===== src/rtl/icache_loader_pkg.sv =====
// Shared types for the icache block loader: word type, icache geometry,
// loader state encoding and the latched load request.
package icache_loader_pkg;

  localparam int unsigned WORD_W       = 32;
  localparam int unsigned ICACHE_DEPTH = 32;
  localparam int unsigned ICACHE_IDX_W = 5;
  localparam int unsigned COUNT_W      = 6;
  localparam int unsigned WAIT_W       = 8;

  typedef logic [WORD_W-1:0] word_t;

  typedef enum logic [1:0] {
    ST_IDLE  = 2'd0,
    ST_REQ   = 2'd1,
    ST_WRITE = 2'd2,
    ST_FIN   = 2'd3
  } ld_state_e;

  // Operands captured when a load is accepted.
  typedef struct packed {
    word_t              base;
    logic [COUNT_W-1:0] count;
  } ld_req_t;

  // Requests larger than the icache are limited to its depth.
  function automatic logic [COUNT_W-1:0] clamp_count(input logic [COUNT_W-1:0] c);
    return (c > COUNT_W'(ICACHE_DEPTH)) ? COUNT_W'(ICACHE_DEPTH) : c;
  endfunction

endpackage


===== src/rtl/icache_loader.sv =====
// Block loader: copies count consecutive words from backing memory starting
// at base_addr into icache entries 0..count-1, one word at a time, aborting
// with error if memory stays silent for TIMEOUT cycles on any word.
//
// Ports:
//   clk, nrst            clock, async active-low reset
//   start                load request (sampled only when idle)
//   base_addr, count     first word address, number of words (clamped to 32)
//   mem_ren, mem_addr    memory read request/address, held until mem_ready
//   mem_ready, mem_rdata memory acknowledge and same-cycle read data
//   write, write_addr,   icache write port
//   write_data
//   busy                 high whenever not idle (fetch stall)
//   done, error          completion pulse; error marks a timeout abort
module icache_loader
  import icache_loader_pkg::*;
#(
  parameter int unsigned TIMEOUT = 255
) (
  input  logic                    clk,
  input  logic                    nrst,
  input  logic                    start,
  input  logic [WORD_W-1:0]       base_addr,
  input  logic [COUNT_W-1:0]      count,
  output logic                    mem_ren,
  output logic [WORD_W-1:0]       mem_addr,
  input  logic                    mem_ready,
  input  logic [WORD_W-1:0]       mem_rdata,
  output logic                    write,
  output logic [ICACHE_IDX_W-1:0] write_addr,
  output logic [WORD_W-1:0]       write_data,
  output logic                    busy,
  output logic                    done,
  output logic                    error
);

  ld_state_e          r_state, w_state_nxt;
  ld_req_t            r_req, w_req_nxt;
  logic [COUNT_W-1:0] r_idx, w_idx_nxt;
  logic [WAIT_W-1:0]  r_wait, w_wait_nxt;
  logic               w_capture;
  logic               w_abort;
  logic [WORD_W-1:0]  w_mem_addr;

  // State register.
  always_ff @(posedge clk or negedge nrst) begin
    if (!nrst) r_state <= ST_IDLE;
    else       r_state <= w_state_nxt;
  end

  // Next-state and next-datapath logic.
  always_comb begin
    w_state_nxt = r_state;
    w_req_nxt   = r_req;
    w_idx_nxt   = r_idx;
    w_wait_nxt  = r_wait;
    w_capture   = 1'b0;
    w_abort     = 1'b0;
    unique case (r_state)
      ST_IDLE: begin
        if (start) begin
          w_req_nxt.base  = base_addr;
          w_req_nxt.count = clamp_count(count);
          w_idx_nxt       = '0;
          w_wait_nxt      = '0;
          w_state_nxt     = (count == '0) ? ST_FIN : ST_REQ;
        end
      end
      ST_REQ: begin
        if (mem_ready) begin
          w_capture   = 1'b1;
          w_wait_nxt  = '0;
          w_state_nxt = ST_WRITE;
        end else begin
          w_wait_nxt = r_wait + WAIT_W'(1);
          // This idle cycle is the TIMEOUT-th one for the current word.
          if (r_wait == WAIT_W'(TIMEOUT - 1)) begin
            w_abort     = 1'b1;
            w_state_nxt = ST_FIN;
          end
        end
      end
      ST_WRITE: begin
        w_idx_nxt   = r_idx + COUNT_W'(1);
        w_state_nxt = (w_idx_nxt == r_req.count) ? ST_FIN : ST_REQ;
      end
      ST_FIN: begin
        w_state_nxt = ST_IDLE;
      end
      default: begin
        w_state_nxt = ST_IDLE;
      end
    endcase
  end

  // Address of the word the next REQ cycle will present; wraps modulo 2^32.
  assign w_mem_addr = w_req_nxt.base + WORD_W'(w_idx_nxt);

  // Operand, index and wait-counter registers.
  always_ff @(posedge clk or negedge nrst) begin
    if (!nrst) begin
      r_req  <= '0;
      r_idx  <= '0;
      r_wait <= '0;
    end else begin
      r_req  <= w_req_nxt;
      r_idx  <= w_idx_nxt;
      r_wait <= w_wait_nxt;
    end
  end

  // Outputs are registered from the next state so they line up with it.
  always_ff @(posedge clk or negedge nrst) begin
    if (!nrst) begin
      mem_ren    <= 1'b0;
      mem_addr   <= '0;
      write      <= 1'b0;
      write_addr <= '0;
      write_data <= '0;
      busy       <= 1'b0;
      done       <= 1'b0;
      error      <= 1'b0;
    end else begin
      mem_ren <= (w_state_nxt == ST_REQ);
      if (w_state_nxt == ST_REQ) mem_addr <= w_mem_addr;
      write <= w_capture;
      // Write port holds its last value outside WRITE.
      if (w_capture) begin
        write_addr <= r_idx[ICACHE_IDX_W-1:0];
        write_data <= mem_rdata;
      end
      busy  <= (w_state_nxt != ST_IDLE);
      done  <= (w_state_nxt == ST_FIN);
      error <= w_abort;
    end
  end

endmodule


===== config.mk =====
export PLATFORM = sky130hd
export DESIGN_NAME = icache_loader
export DESIGN_NICKNAME = d
export VERILOG_FILES = /design/src/rtl/icache_loader_pkg.sv /design/src/rtl/icache_loader.sv
export SDC_FILE = /design/constraint.sdc
export NUM_CORES = 1
export LEC_CHECK = 0
export CORE_MARGIN = 2
export CORE_UTILIZATION = 35
export DETAILED_ROUTE_END_ITERATION = 10
export HOLD_SLACK_MARGIN = 0.06
export PLACE_DENSITY = 0.69
export REMOVE_ABC_BUFFERS = 1
export SLEW_MARGIN = 10
export SYNTH_ARGS = -nofsm -noshare
export SYNTH_HDL_FRONTEND = slang
export SYNTH_SLANG_ARGS = --single-unit

===== constraint.sdc =====
create_clock -name clk -period 3.5 [get_ports clk]
set_input_delay 0.35 -clock clk [delete_from_list [all_inputs] [get_ports clk]]
set_output_delay 0.35 -clock clk [all_outputs]
set_load 0.005 [all_outputs]

# [Yosys cells after proc, flatten, opt, wreduce, memory -nomap -nowiden]
# Cells that the tools add are included.
[word_totals] word_cells=50 in_bits=74 output_inout_bits=74 ff_bits=128
[op_classes] n_lt_le_gt_ge=1 eq_ne=8 mux=19 n_addsub=3 reduce_logical=6
[op_table] operator="38-bit two-way mux" count=2
[op_table] operator="32-bit by 6-bit adder with 32-bit output" count=1
[op_table] operator="8-bit two-way mux" count=2
[op_table] operator="8-bit case mux with 2 select lines" count=1
[op_table] operator="6-bit two-way mux" count=2
[op_table] operator="6-bit case mux with 2 select lines" count=1
[op_table] operator="2-bit two-way mux" count=5
[op_table] operator="8-bit by 1-bit adder with 8-bit output, second input constant" count=1
[op_table] operator="8-bit equality test, second input constant" count=1
[op_table] operator="2-bit case mux with 4 select lines" count=1
[op_table] operator="6-bit by 1-bit adder with 6-bit output, second input constant" count=1
[op_table] operator="2-bit equality test, second input constant" count=3
[op_table] operator="6-bit equality test" count=1
[op_table] operator="6-bit > comparator, second input constant" count=1
[op_table] operator="6-bit zero test" count=1
[op_table] operator="1-bit two-way mux" count=5
[op_table] operator="2-bit by 1-bit equality test with 1-bit output, second input constant" count=2
[op_table] operator="2-bit AND reduction" count=2
[op_table] operator="2-bit nonzero test" count=2
[op_table] operator="2-bit zero test" count=1
[op_table] operator="2-bit inequality test, second input constant" count=1

# [Depth between registers and ports, before layout]
[depth] depth_word=5 depth_mapped=16

# [Worst setup path before layout]
# Ideal clock, no wire load.
[synth_path] path_kind="register to register" from="reg r_state[1]" to="reg mem_addr[30]" path_buffers=5 period_less_slack_ps=3821 t_arrival_ps=3729 required_ps=3408 path_slack_ps=-321 path_stages_with_launch=17 setup_ps=92 path_cell_list="dfrtp_1 > buf_6 > or3b_4 > buf_6 > clkbuf_1 > clkbuf_1 > clkbuf_1 > nand2_1 > nand2_1 > ha_1 > fa_1 > a21o_1 > a221oi_1 > a21oi_4 > a21boi_4 > and3_1 > o31ai_2"
[synth_rtl] item="start, declared" line_no="icache_loader.sv:37" text="ld_state_e r_state, w_state_nxt;"
[synth_rtl] item="start signal, assigned" line_no="icache_loader.sv:48" text="else r_state <= w_state_nxt;"
[synth_rtl] item="end signal, assigned" line_no="icache_loader.sv:125" text="if (w_state_nxt == ST_REQ) mem_addr <= w_mem_addr;"
[synth_rtl] item="end, declared" line_no="icache_loader.sv:26" text="output logic [WORD_W-1:0] mem_addr,"

==> impl_metrics.json <==
{
  "routedWlPerCell_um": 16.4,
  "synth_edf_count": 0,
  "syn_inst": 586,
  "syn_to_final_growth_pct": 38.5,
  "ant_nets": 0,
  "postPlaceCellArea_sq_um": 8060,
  "hpwlAfterDp_um": 11500,
  "muxShareOfSynthArea_pct": 11.6,
  "clock_power_share_pct": 24.8,
  "place_congestion": 0.812,
  "outcome": "finished, final reports clean",
  "wl_um": 16100,
  "grt_overflow_total": 0,
  "synth_top_family_by_area": "simple AND/OR/NAND/NOR gates",
  "hold_class": "reg2reg",
  "internal_power_mw": 4.95,
  "grt_pass1_vias": 5011,
  "grt_pass1_wl_um": 25500,
  "antenna_found_initial": 0,
  "avgSynthCellArea_sq_um": 10.7,
  "crit_required_ns": 3.83,
  "synth_cell_type_count": 65,
  "avgViaCountPerCell": 4.95,
  "place_inst": 953,
  "die_w_um": 138,
  "route.detailed.drc": 0,
  "clk_pin_slew_ns": 0.06,
  "clock_path_buffers": 2,
  "p_sw_mw": 2.47,
  "finalCritPeriodShare_pct": 89.4,
  "seqPwrFrac_pct": 34.5,
  "crit_path_end_kind": "flop",
  "final.setup.worst_slack_ns": 0.370,
  "cts.sinks": 128,
  "io-pin-count": 148,
  "num-fill-cells": 1547,
  "p_leak_nw": 3.74,
  "rsz0062_at_grt": "false",
  "max_freq_mhz": 320,
  "ys_seq_area_share_pct": 51.1,
  "start_util_pct": 36.0,
  "h-tree-depth": 4,
  "drv_cap": 0,
  "drv_slew": 0,
  "worstSetupStartpointType": "flop",
  "synthAdderAreaFrac_pct": 2.11,
  "grt.total_usage_pct": 17.6,
  "fin_util_pct": 49.9,
  "ys_async_sr_fraction_pct": 100,
  "synth-xor-area-share_pct": 5.11,
  "vias": 4879,
  "grt_max_degree": 59,
  "crit_fanout": 9,
  "clock-skew-final_ns": 0.0115,
  "coreArea_sq_um": 17400,
  "setup_tns_ns": 0,
  "die_h_um": 138,
  "final_area_sq_um": 8690,
  "synth_warnings": 0,
  "final_cells": 986,
  "antennaDiodeCount": 0,
  "vdd_drop_max_v": 0.000406,
  "cts_tree": "done",
  "worst_pin_slew_ns": 0.765,
  "yosys.area_share.simple_pct": 16.8,
  "cts_made_buffers": 17,
  "syn-cell-area_sq_um": 6270,
  "hold_ws_ns": 0.480,
  "ys_seq_elements": 128,
  "dieArea_sq_um": 19000,
  "setup_viol": 0,
  "criticalPathCategory": "reg2reg",
  "slew_headroom_pct": 49.0,
  "firstDrtPassIters": 4,
  "cp_data_arrival_time_ns": 3.46,
  "drive_above_1_share_pct": 16.4,
  "io_buffers": 147,
  "hold_viol": 0,
  "clock_latency_ns": 0.42,
  "final_nets": 832,
  "comb_power_share_pct": 40.7,
  "period_minus_slack_ns": 3.13,
  "power_density_nw_per_um2": 854,
  "drt_iter0_drc": 220,
  "cts_root_buf": "clkbuf_16",
  "place_ws_ns": 0.0864,
  "ys.flop_type": "dfrtp_1",
  "power_mw": 7.41,
  "rows": 48,
  "synth_compound_area_share_pct": 10.2,
  "switching_share_pct": 33.2
}
[timing repair]
| action | CTS | global route |
|---|---|---|
| resized for setup | 0 | 0 |
| setup buffers | 0 | 0 |
| hold buffers | 1 | 0 |
| hold endpoints to repair | 56 | 0 |
[per-layer routing]
metal | wire length (um) | GRT usage, % | vias up | part of all wire, %
met2 | 7590 | 29.7 | 177 | 47
met1 | 7020 | 21.5 | 2323 | 43
met3 | 1430 | 6.18 | 10 | 8.9
met4 | 96 | 4.65 | 0 | 0.59
li1 | - | - | 2369 | -
met5 | 0 | 0 | - | 0
[cell usage after synthesis (6+ instances only)]
library cell	n	area [sq um]
inv_1	16	60.1
xnor2_1	28	245
mux2_2	51	574
mux2i_1	14	140
nor2_1	10	37.5
ha_1	9	113
nand3_1	36	180
a21oi_1	16	80.1
dfrtp_1	128	3200
nand2_1	113	424
clkbuf_1	15	56.3
xor2_1	6	52.6
nor3_1	6	30.0
nand3b_1	6	45.0
and3_1	10	62.6
o21ai_0	42	210
[critical path: stages (launching register included)]
cell and delay (ns):
dfrtp_1 0.50, or3b_4 0.47, nand2_1 0.09, nand2_1 0.07, ha_1 0.23, fa_1 0.41, a21o_1 0.19, a221oi_1 0.27
buf_4 0.19, a21oi_4 0.07, a21boi_4 0.17, and3_1 0.18, o31ai_2 0.20
[sequential cells by signal (all words and copies together) (netlist names)]
name,flops
r_req,38
mem_addr,32
write_data,32
r_wait,8
r_idx,6
write_addr,5
r_state,2
busy,1
done,1
error,1
mem_ren,1
write,1
[worst paths after layout]
check                            from             end  slack [ns]  depth (start not counted)
setup / recovery           r_state[0]    mem_addr[30]        0.37                         12
setup reg to reg           r_state[0]    mem_addr[30]        0.37                         12
hold / removal              r_req[11]       r_req[11]        0.48                          2
min in group asynchronous        nrst   write_data[2]        0.53                          2
max in group asynchronous        nrst  write_data[15]        2.15                          3
hold reg to reg             r_req[11]       r_req[11]        0.48                          2
[power groups by stage]
stage	combinational [mW]	sequential (mW)	clock, mW
final	3.02	2.56	1.84
after global routing	3.34	2.65	1.94
after CTS	3.05	2.56	1.87
after floorplan	1.58	2.52	0
after detailed placement	3.04	2.58	0
after global placement	2.99	2.56	0
[logic make-up (layout without fill, tap and decap cells)]
| family | after synthesis | in the layout |
|---|---|---|
| XOR/XNOR | 35 | 35 |
| flip-flops | 128 | 128 |
| buffers and inverters | 42 | 217 |
| adder cells (fa/ha/maj) | 10 | 10 |
| multiplexers | 66 | 66 |
| AO/OA/AOI/OAI | 93 | 93 |
| AND/OR/NAND/NOR | 212 | 212 |
[layout make-up]
type / instances / area (sq um) / share of cell area [%]
clock buffers: 20 / 457 / 5.26
inverters: 17 / 63.8 / 0.735
repair buffers: 168 / 1640 / 18.9
flip-flops and latches: 128 / 3200 / 36.9
clock inverters: 12 / 158 / 1.82
well taps: 225 / 282 / 3.24
multi-input cells: 416 / 2880 / 33.2
[layout by cell type, fill, tap and decap left out, drive strengths merged, types with 2 or more instances in the layout]
cell type,instances
a211oi,4
nor2b,3
nor3b,3
or3,5
nand3b,6
mux2i,14
clkdlybuf4s50,146
or4,2
a2111oi,2
and4,2
inv,19
xor2,6
mux2,52
nand2b,2
a21boi,3
a21oi,17
and3,10
clkinv,4
nor3,7
o211ai,2
nand4,4
o2111ai,2
clkbuf,20
nand3,36
nand2,114
a21o,5
nor2,10
o31ai,3
clkinvlp,3
bufinv,3
dfrtp,128
xnor2,28
buf,21
nor4,3
o21ai,46
ha,9
Note: power is estimated with default switching activity, not from simulation.
